[src/rtl/card_pkg.sv]
// rtl/card_pkg.sv - shared types and defaults for the card shuffler
package card_pkg;

    localparam int N_CARDS_DEF = 20;
    localparam int IDX_W       = $clog2(N_CARDS_DEF);
    localparam int LFSR_W_DEF  = 8;

    localparam logic [LFSR_W_DEF-1:0] LFSR_TAPS_DEF = 8'hB8;
    localparam logic [LFSR_W_DEF-1:0] SEED_DEF      = 8'hFF;

    typedef logic [IDX_W-1:0] card_idx_t;

    typedef enum logic [2:0] {
        ST_IDLE,
        ST_INIT,
        ST_DRAW,
        ST_SWAP,
        ST_DONE
    } state_t;

endpackage

[src/rtl/lfsr_gen.sv]
// rtl/lfsr_gen.sv - loadable Fibonacci LFSR random source
module lfsr_gen
    import card_pkg::*;
#(
    parameter int               WIDTH = LFSR_W_DEF,
    parameter logic [WIDTH-1:0] TAPS  = WIDTH'(LFSR_TAPS_DEF),
    parameter logic [WIDTH-1:0] SEED  = WIDTH'(SEED_DEF)
) (
    input  logic             clk,
    input  logic             reset,
    input  logic             load_i,
    input  logic [WIDTH-1:0] load_val_i,
    input  logic             adv_i,
    output logic [WIDTH-1:0] state_o
);

    logic [WIDTH-1:0] state_q;
    logic [WIDTH-1:0] state_d;

    // Shift left, feedback bit is the parity of the tapped bits
    assign state_d = {state_q[WIDTH-2:0], ^(state_q & TAPS)};
    assign state_o = state_q;

    // Load has priority over advance; loading never combines with a step
    always_ff @(posedge clk) begin
        if (reset) begin
            state_q <= SEED;
        end else if (load_i) begin
            state_q <= load_val_i;
        end else if (adv_i) begin
            state_q <= state_d;
        end
    end

endmodule

[src/rtl/card_shuffler.sv]
// rtl/card_shuffler.sv - Fisher-Yates deck shuffler with indexed read port
module card_shuffler
    import card_pkg::*;
#(
    parameter int                N_CARDS   = N_CARDS_DEF,
    parameter int                LFSR_W    = LFSR_W_DEF,
    parameter logic [LFSR_W-1:0] LFSR_TAPS = LFSR_W'(LFSR_TAPS_DEF),
    parameter logic [LFSR_W-1:0] SEED      = LFSR_W'(SEED_DEF),
    localparam int               CARD_W    = $clog2(N_CARDS)
) (
    input  logic              clk,
    input  logic              reset,
    input  logic              start,
    input  logic              use_seed,
    input  logic [LFSR_W-1:0] seed,
    output logic              busy,
    output logic              done,
    input  logic [CARD_W-1:0] rd_idx,
    output logic [CARD_W-1:0] rd_card
);

    state_t             state_q, state_d;
    logic [CARD_W-1:0]  i_q, i_d;
    logic [CARD_W-1:0]  j_q, j_d;
    logic [CARD_W-1:0]  order_q [N_CARDS];
    logic [CARD_W-1:0]  rd_card_q;
    logic [LFSR_W-1:0]  lfsr_q;
    logic [LFSR_W-1:0]  load_val;
    logic               lfsr_load;
    logic [CARD_W-1:0]  draw;
    logic               unused_lfsr_hi;

    // A zero seed would lock the LFSR, so it falls back to the reset seed
    assign lfsr_load = (state_q == ST_IDLE) && start && use_seed;
    assign load_val  = (seed == '0) ? SEED : seed;

    lfsr_gen #(
        .WIDTH (LFSR_W),
        .TAPS  (LFSR_TAPS),
        .SEED  (SEED)
    ) u_lfsr (
        .clk        (clk),
        .reset      (reset),
        .load_i     (lfsr_load),
        .load_val_i (load_val),
        .adv_i      (1'b1),
        .state_o    (lfsr_q)
    );

    // Only the low bits feed the draw; the rest just widen the period
    assign draw           = lfsr_q[CARD_W-1:0];
    assign unused_lfsr_hi = ^lfsr_q;

    assign busy    = (state_q != ST_IDLE);
    assign done    = (state_q == ST_DONE);
    assign rd_card = rd_card_q;

    // FSM state and shuffle indices
    always_ff @(posedge clk) begin
        if (reset) begin
            state_q <= ST_IDLE;
            i_q     <= '0;
            j_q     <= '0;
        end else begin
            state_q <= state_d;
            i_q     <= i_d;
            j_q     <= j_d;
        end
    end

    // Next state: draw with rejection until the value lands in 0..i, then swap
    always_comb begin
        state_d = state_q;
        i_d     = i_q;
        j_d     = j_q;
        case (state_q)
            ST_IDLE: begin
                if (start) begin
                    state_d = ST_INIT;
                end
            end
            ST_INIT: begin
                i_d     = CARD_W'(N_CARDS - 1);
                state_d = ST_DRAW;
            end
            ST_DRAW: begin
                if (draw <= i_q) begin
                    j_d     = draw;
                    state_d = ST_SWAP;
                end
            end
            ST_SWAP: begin
                if (i_q == CARD_W'(1)) begin
                    state_d = ST_DONE;
                end else begin
                    i_d     = i_q - CARD_W'(1);
                    state_d = ST_DRAW;
                end
            end
            ST_DONE: begin
                state_d = ST_IDLE;
            end
            default: begin
                state_d = ST_IDLE;
            end
        endcase
    end

    // Deck storage: identity on reset/INIT, pairwise exchange on SWAP
    always_ff @(posedge clk) begin
        if (reset || (state_q == ST_INIT)) begin
            for (int k = 0; k < N_CARDS; k++) begin
                order_q[k] <= CARD_W'(k);
            end
        end else if (state_q == ST_SWAP) begin
            order_q[i_q] <= order_q[j_q];
            order_q[j_q] <= order_q[i_q];
        end
    end

    // Registered read port; out-of-range addresses read as zero
    always_ff @(posedge clk) begin
        if (reset) begin
            rd_card_q <= '0;
        end else if (int'(rd_idx) < N_CARDS) begin
            rd_card_q <= order_q[rd_idx];
        end else begin
            rd_card_q <= '0;
        end
    end

endmodule

[config.mk]
export PLATFORM = sky130hd
export DESIGN_NAME = card_shuffler
export DESIGN_NICKNAME = d
export VERILOG_FILES = /design/src/rtl/card_pkg.sv /design/src/rtl/lfsr_gen.sv /design/src/rtl/card_shuffler.sv
export SDC_FILE = /design/constraint.sdc
export NUM_CORES = 1
export LEC_CHECK = 0
export BUFFER_PORTS_ARGS = -buffer_cell sky130_fd_sc_hd__buf_2
export CORE_UTILIZATION = 60
export CTS_CLUSTER_SIZE = 28
export DETAILED_ROUTE_END_ITERATION = 8
export HOLD_SLACK_MARGIN = 0.08
export PLACE_DENSITY = 0.77
export REMOVE_ABC_BUFFERS = 1
export SLEW_MARGIN = 0
export SYNTH_ARGS = -nofsm -noshare
export SYNTH_HDL_FRONTEND = slang
export SYNTH_SLANG_ARGS = --single-unit
export TNS_END_PERCENT = 100
[constraint.sdc]
create_clock -name clk -period 3 [get_ports clk]
set_input_delay 0.3 -clock clk [delete_from_list [all_inputs] [get_ports clk]]
set_output_delay 0.3 -clock clk [all_outputs]
set_load 0.03 [all_outputs]
Word-level counts from Yosys, hierarchy flattened
Memories as Yosys holds them, arrays and structs flattened. A register that Yosys moved wholly into a read port is not among the register bits.
Cells that the tools add are included.
{"block": "word_totals", "register_bits": 21, "ram_bits": 100, "inputBits": 17, "output_inout_bits": 7, "elab_cells": 54, "n_memories": 1}
{"memory": "order_q", "depth": 20, "width": 5, "read_ports": 3, "rd_clocked_by_memory_dff": 3, "write_ports": 20, "line": "card_shuffler.sv:25", "text": "logic [CARD_W-1:0] order_q [N_CARDS];"}
{"block": "classes", "addsub": 1, "n_lt_le_gt_ge": 2, "n_eq_ne": 8, "n_mux": 23, "bitwise_logic": 1, "reduce_logical": 14}
{"op": "5-bit two-way mux", "n": 9}
{"op": "8-bit two-way mux", "n": 2}
{"op": "3-bit one-hot mux with 4 select lines", "n": 1}
{"op": "5-bit one-hot mux with 2 select lines", "n": 1}
{"op": "5-bit OR reduction", "n": 2}
{"op": "3-bit two-way mux", "n": 3}
{"op": "8-bit zero test", "n": 1}
{"op": "8-bit parity", "n": 1}
{"op": "1-bit two-way mux", "n": 7}
{"op": "3-bit by 2-bit == test with 1-bit output (second input constant)", "n": 2}
{"op": "2-bit inequality test (second input constant)", "n": 3}
{"op": "2-bit AND reduction", "n": 3}
{"op": "5-bit by 1-bit == test with 1-bit output (second input constant)", "n": 1}
{"op": "5-bit <= comparator", "n": 1}
{"op": "5-bit < comparator (second input constant)", "n": 1}
{"op": "5-bit by 1-bit subtractor with 5-bit output (second input constant)", "n": 1}
{"op": "3-bit by 1-bit == test with 1-bit output (second input constant)", "n": 1}
{"op": "3-bit == test (second input constant)", "n": 1}
{"op": "3-bit zero test", "n": 1}
{"op": "3-bit nonzero test", "n": 1}
{"op": "1-bit logical AND", "n": 2}
{"op": "2-bit nonzero test", "n": 1}
{"op": "2-bit OR reduction", "n": 1}
{"op": "1-bit logical OR", "n": 1}
{"op": "1-bit NOT", "n": 1}

Longest topological paths before layout
Gate-level depths: netlist of the first run.
{"block": "logic_depth", "ltp_word": 6, "depth_mapped": 8, "mapped_depth_nobuf": 7}

Hierarchy
From an unflattened synthesis of the first run, not the netlist that was laid out.
{"block": "hier_totals", "cells_unflattened": 915, "hier_area_um2": 12273.0}
{"module": "card_shuffler", "n_inst": 1, "cells_per_inst": 876, "area_per_inst_um2": 11833.8, "seq_area_each_um2": 5365.1}
{"module": "lfsr_gen", "n_inst": 1, "cells_per_inst": 39, "area_per_inst_um2": 439.2, "seq_area_each_um2": 160.2}

Worst setup path before layout of the first run
OpenSTA, ideal clock, no wires.
{"block": "synth_path", "kind": "reg-to-reg", "start": "register (tool-made name)", "end": "memory order_q[24][1] (netlist name) (data pin)", "setup_time_ns": 0.274, "arrival_ns": 2.053, "required_ns": 2.726, "setup_slack_ns": 0.673, "path_stages_with_launch": 8, "cell_sequence": "dfxtp_1 -> buf_2 -> buf_6 -> mux4_2 -> mux4_2 -> mux2i_4 -> buf_2 -> mux2i_1"}
{"item": "end, declared", "line": "card_shuffler.sv:25"}

==> qor.csv, run 1 <==
metric;value;unit
Synth Area in XOR/XNOR;0.217;%
Post-Syn Instances;893;
Layout Nets;917;
H-tree levels;4;
CTS clock-pin slew for the worst setup and hold paths;0.08;ns
Rows;51;
Synth Area in Adders;0.929;%
Slew @ Worst Pin;0.853;ns
CTS resizes;0;
WS Path Type;register to register;
Avg Cell Area, Syn;13.6;µm²
Warnings, synthesis;0;
Root Buffer;clkbuf_16;
most frequent cell after synthesis;edfxtp_1;
total congestion overflow;0;
CP arrival;2.97;ns
Power Dens Cells;513;mW/mm²
Die Y;144;µm
initial antenna violation count;0;
detailed placer's ending HPWL;26400;µm
Yosys top cell by area;edfxtp_1;
R2R setup slack;0.20;ns
Crit. End Element;register;
Core Footprint;0.0197;mm²
GRT Overall Usage;37.9;%
Detailed Route WL;36700;µm
leakage power;4.19;nW
clock buffer count from CTS;17;
hold path cells;3;
routed via count;9202;
CP Launch Type;register;
Initial DRC Count;1788;
power after layout;6.75;mW
largest net degree at the start of global routing;41;
VDD IR max;0.425;mV
layout cells sized above 1;27.0;%
outcome;completed;
Async SR Flop Fraction;0;%
Setup TNS Final;0;ns
peak fanout along the critical path;19;
max cap viols;0;
post-synthesis mux area share;31.4;%
slowest stage delay, CP;0.57;ns
Worst R2R End;order_q[26][0]$_DFFE_PP_;
synthesis-stage register bit count;196;
combinational family with the most area after synthesis;multiplexers;
Yosys cell types;47;
area fraction in compound gates after synthesis;9.17;%
dominant cells by area after synthesis;edfxtp_1 (40%), mux4_2 (24%), dfxtp_1 (5.9%);
Synth Area in Simple Gates;8.28;%
first-pass iteration count of the detailed router;6;
Hold Crit Start;seed[3];
Buf+Inv Stages, Crit Path;2;
crit path cell chain;buf_4 > mux4_2 > mux4_2 > mux2i_4 > buf_4 > mux2i_1;
post-route ant nets;0;
crit path to;order_q[26][0]$_DFFE_PP_;
Top Family by Delay on Critical Path;multiplexers;
Final Hold Fails;0;
I/O Buffers;23;
global-route wire length before repair;55300;µm
fill count;1424;
worst r2r path cells;6;
WL/cell;31.4;µm
clock buffer depth;2;
top cell type's share of synthesized area;39.6;%
Achievable Freq;0.357;GHz
post-route clock period utilization;93.3;%
WP data required;3.17;ns
Die Wd;144;µm
drt drc;0;
Synth top cells by count;edfxtp_1 (160), mux4_2 (128), o22ai_1 (71), mux2i_1 (70), nand2_1 (58);
Starting Density;61.7;%
vias per inst;7.87;
Fin Clk Skew;0.00732;ns
hold buffer count at cts;0;
post-CTS setup buffer count;0;
io pins;24;
# setup viols final;0;
die area;0.0208;mm²
synthesis-to-finish area growth;8.51;%
post-synthesis cell area;0.0121;mm²
antenna fix cells;0;
slowest CP cell;mux4_2;
Sink Count;196;
Levels on crit path;6;
Max Slew Vio Count;0;
sequential-to-total area share from yosys stat;45.6;%
Slew HR;42.5;%
Clk Latency, worst-skew pair;0.45;ns
fin crit period;2.80;ns
gpl congestion;1.05;
Top FF cell, synth;edfxtp_1;
vias in the first global route;8929;
RSZ-0062 raised after global routing;no;
Hold Crit Class;primary input to register;
EDFF count, synth;160;
CTS tree;yes;
## layer usage
| layer | GRT usage [%] | part of all wire (%) | vias up |
|---|---|---|---|
| met2 | 57.8 | 46 | 892 |
| met1 | 49.1 | 33 | 4484 |
| met3 | 11.6 | 15 | 168 |
| li1 | - | - | 3658 |
| met4 | 19.6 | 5.7 | 0 |
| met5 | 0 | 0 | - |
## report_power, final
part / leakage (nW) / switching, mW / internal (mW)
clock: 0.283 / 1.17 / 1.12
sequential: 1.75 / 0.100 / 3.05
combinational: 2.15 / 0.784 / 0.524
total: 4.19 / 2.06 / 4.69
## cells in the final DEF (no fill, tap or decap), drive strengths merged, types with 2 or more instances in the layout
cell type    n
inv         18
and2         8
dfxtp       36
nand2b      13
mux4       128
o211ai       8
a221oi       3
clkbuf      17
edfxtp     160
nor2b        8
a32oi        4
a21oi       13
and3         5
nor4         4
nor3        16
nand3       42
mux2i       80
xnor2        2
o22ai       71
nand2       58
buf         68
ha           9
o21ai       27
or3          7
clkinv       4
a22oi       36
nor2        41
a31oi        3
o31ai        2
## stage by stage
stage | hold slack (ns) | setup slack, ns | cell area (µm²) | utilization (%) | cells
6_report | 0.0863 | 0.200 | 13100 | 66.9 | 1169
5_1_grt | 0.0931 | 0.135 | 13100 | 66.9 | 1169
2_1_floorplan | 0.372 | -0.955 | 11600 | - | 804
4_1_cts | 0.0833 | 0.243 | 13100 | 66.9 | 1169
3_3_place_gp | 0.463 | 0.328 | 12600 | 63.9 | 1137
3_5_place_dp | 0.497 | 0.259 | 12600 | 63.9 | 1137
## worst min-delay path by stage
stage / to
2_1_floorplan: rd_card[0]$_SDFF_PP0_
4_1_cts: u_lfsr.state_o[3]$_SDFF_PP1_
5_1_grt: u_lfsr.state_o[3]$_SDFF_PP1_
3_5_place_dp: u_lfsr.state_o[7]$_SDFF_PP1_
6_report: u_lfsr.state_o[3]$_SDFF_PP1_
3_3_place_gp: u_lfsr.state_o[7]$_SDFF_PP1_
## registers in the layout, summed over array words and instances, names as in the netlist, named ones only
| signal | count |
|---|---|
| i_q | 5 |
| j_q | 5 |
| order_q | 160 |
| rd_card | 5 |
| state_q | 3 |
| u_lfsr.state_o | 8 |
## layout make-up
type                       instances  area (µm²)  share of cell area [%]
clock buffer                      17         425                    3.24
clock inverter                    15         155                    1.18
inverter                           8        30.0                   0.228
multi-input combinational        600        6060                    46.1
sequential                       196        5530                    42.0
tap                              265         332                    2.52
timing repair buffer              68         616                    4.68
## kinds of logic (layout without fill, tap and decap cells)
group,after synthesis,in the layout
adder cells (fa/ha/maj),9,9
flip-flops,196,196
AND/OR/NAND/NOR,208,208
multiplexers,208,208
XOR/XNOR,3,3
AO/OA/AOI/OAI,172,172
buffers and inverters,97,108
## worst min-delay path, stage by stage
cell,delay [ns]
buf_2,0.09
o22ai_1,0.06
nand2b_1,0.06
(Power assumes the default switching activity.)
==> run 2: changes to the inputs <==
--- a/config.mk
+++ b/config.mk
@@ -10,7 +10,7 @@
 export CTS_CLUSTER_SIZE = 28
 export DETAILED_ROUTE_END_ITERATION = 8
 export HOLD_SLACK_MARGIN = 0.08
-export PLACE_DENSITY = 0.77
+export PLACE_DENSITY_LB_ADDON = 0.1
 export REMOVE_ABC_BUFFERS = 1
 export SLEW_MARGIN = 0
 export SYNTH_ARGS = -nofsm -noshare
==> constraint.sdc (replaced) <==
create_clock -name clk -period 2.7 [get_ports clk]
set_input_delay 0.27 -clock clk [delete_from_list [all_inputs] [get_ports clk]]
set_output_delay 0.27 -clock clk [all_outputs]
set_load 0.03 [all_outputs]
==> run 2 against run 1 <==
Compared with the run above:
- worst hold slack better by 0.0033 ns
- cell area rose by 2.5%
- register-to-register slack lost 0.14 ns
- critical endpoint is now order_q[1][0]$_DFFE_PP_
==> qor.csv, run 2 (synthesis gave the netlist of run 1 again) <==
metric;value;unit;change
design area;0.0135;mm²;+2.5%
Slew HR;47.1;%;+4.6 points
dpl ws;0.0595;ns;-0.200 ns
Detailed Route WL;38400;µm;+4.8%
layout cells sized above 1;29.1;%;+2.1 points
CP Launch Type;register;;
detailed placer's ending HPWL;27500;µm;+4.2%
Root Buffer;clkbuf_16;;
Achievable Freq;0.379;GHz;+6.1%
fin crit period;2.64;ns;-0.160 ns
WP data required;2.87;ns;-0.30 ns
routed via count;9235;;+0.36%
post-CTS setup buffer count;0;;unchanged
crit path cell chain;buf_12 > mux4_2 > mux4_2 > mux2i_4 > buf_12 > a31oi_1;;
clock buffer depth;2;;unchanged
Fin Clk Skew;0.00908;ns;+0.00176 ns
I/O Buffers;23;;unchanged
fill count;1436;;+0.84%
synthesis-to-finish area growth;11.3;%;
VDD IR max;0.478;mV;+13%
largest net degree at the start of global routing;41;;unchanged
first-pass iteration count of the detailed router;6;;unchanged
total congestion overflow;0;;unchanged
Hold Slack;0.0896;ns;+0.00333 ns
clock buffer count from CTS;17;;unchanged
RSZ-0062 raised after global routing;no;;
vias per inst;7.67;;-2.6%
slowest stage delay, CP;0.61;ns;+0.04 ns
post-route clock period utilization;97.8;%;+4.4 points
leakage power;4.38;nW;+4.7%
Power Dens Cells;565;mW/mm²;+10%
peak fanout along the critical path;24;;+5
flip-flop count of the largest register after layout;160;;unchanged
Sequential cell area;0.00553;mm²;about the same
Crit. End Element;register;;
slowest CP cell;mux4_2;;
max cap viols;0;;unchanged
Placed Area;0.0128;mm²;+1.9%
Buf+Inv Stages, Crit Path;2;;unchanged
Hold Crit Class;primary input to register;;
Slew @ Worst Pin;0.788;ns;-0.0656 ns
commonest non-fill, non-tap cell in the layout;edfxtp_1;;
Top Family by Delay on Critical Path;multiplexers;;
post-route ant nets;0;;unchanged
Clk Latency, worst-skew pair;0.45;ns;about the same
vias in the first global route;8870;;-0.66%
final core area utilization;68.6;%;+1.7 points
WS Path Type;register to register;;
Biggest register;order_q;;
area of the multi-input gates;0.00606;mm²;unchanged
Core Footprint;0.0197;mm²;unchanged
CP arrival;2.81;ns;-0.16 ns
Rows;51;;unchanged
Hold Crit Start;seed[4];;
most frequent cells in the layout;edfxtp_1 (160), mux4_2 (128), o22ai_1 (71);;
Final Hold Fails;0;;unchanged
io pins;24;;unchanged
outcome;completed;;
initial antenna violation count;0;;unchanged
die area;0.0208;mm²;unchanged
Max Slew Vio Count;0;;unchanged
Initial DRC Count;1452;;-19%
drt drc;0;;unchanged
CTS tree;yes;;
H-tree levels;4;;unchanged
GRT Overall Usage;39.1;%;+1.2 points
Die Y;144;µm;unchanged
global-route wire length before repair;56300;µm;+1.8%
Starting Density;61.7;%;unchanged
gpl congestion;0.994;;-5.0%
final setup margin;0.0599;ns;-0.140 ns
Layout Nets;952;;+3.8%
Die Wd;144;µm;unchanged
WL/cell;31.9;µm;+1.8%
CTS clock-pin slew for the worst setup and hold paths;0.08;ns;about the same
Sink Count;196;;unchanged
# setup viols final;0;;unchanged
antenna fix cells;0;;unchanged
## run 2: cell count changes in the layout (fill, tap and decap cells not counted), moves of 2 or more
cell,delta
buf_12,+2
clkinv_8,+3
inv_6,-5
buf_4,+25
dlygate4sd3_1,+7
## run 2: layout make-up
type | count | area share, %
Clock buffer | 17 | 3.16
Timing Repair Buffer | 103 | 6.86
Sequential cell | 196 | 41.0
Inverter | 8 | 0.223
Clock inverter | 15 | 1.33
Multi-Input combinational cell | 600 | 45.0
Tap cell | 265 | 2.46
## run 2: power by group
group | switching [mW] | total (mW) | internal (mW)
combinational | 0.906 | 1.53 | 0.624
sequential | 0.101 | 3.49 | 3.39
clock | 1.34 | 2.59 | 1.26
total | 2.34 | 7.62 | 5.27
## run 2: what timing repair did
action / in CTS / in global routing
resized for setup: 0 / 1
endpoints found under the setup margin: 0 / 12
hold endpoints to repair: 7 / 0
hold buffers: 7 / 0
## run 2: path summary, 6_finish.rpt
check	slack (ns)	cells after the start	endpoint
hold / removal	0.09	3	u_lfsr.state_o[4]$_SDFF_PP1_
setup reg to reg	0.06	6	order_q[1][0]$_DFFE_PP_
hold reg to reg	0.48	2	u_lfsr.state_o[7]$_SDFF_PP1_
setup / recovery	0.06	6	order_q[1][0]$_DFFE_PP_
## run 2: worst min-delay path: cells and delay by family
family | cells | cell delay [ns]
buffers and inverters | 1 | 0.10
and+or+nand+nor | 1 | 0.07
AOI/OAI and AO/OA | 1 | 0.07
## run 2: metal layers
layer	part of all wire (%)	track usage [%]	vias to the layer above
li1	-	-	3725
met1	36	54.7	4546
met2	45	59.4	860
met3	15	9.83	104
met4	3.5	14.6	0
met5	0	0	-
## run 2: through the flow
stage,setup TNS (ns),power [mW],cells
4_1_cts,0,7.55,1204
3_3_place_gp,0,4.96,1165
3_5_place_dp,0,5.02,1165
6_report,0,7.62,1204
2_1_floorplan,-188.25,4.36,804
5_1_grt,0,7.77,1204
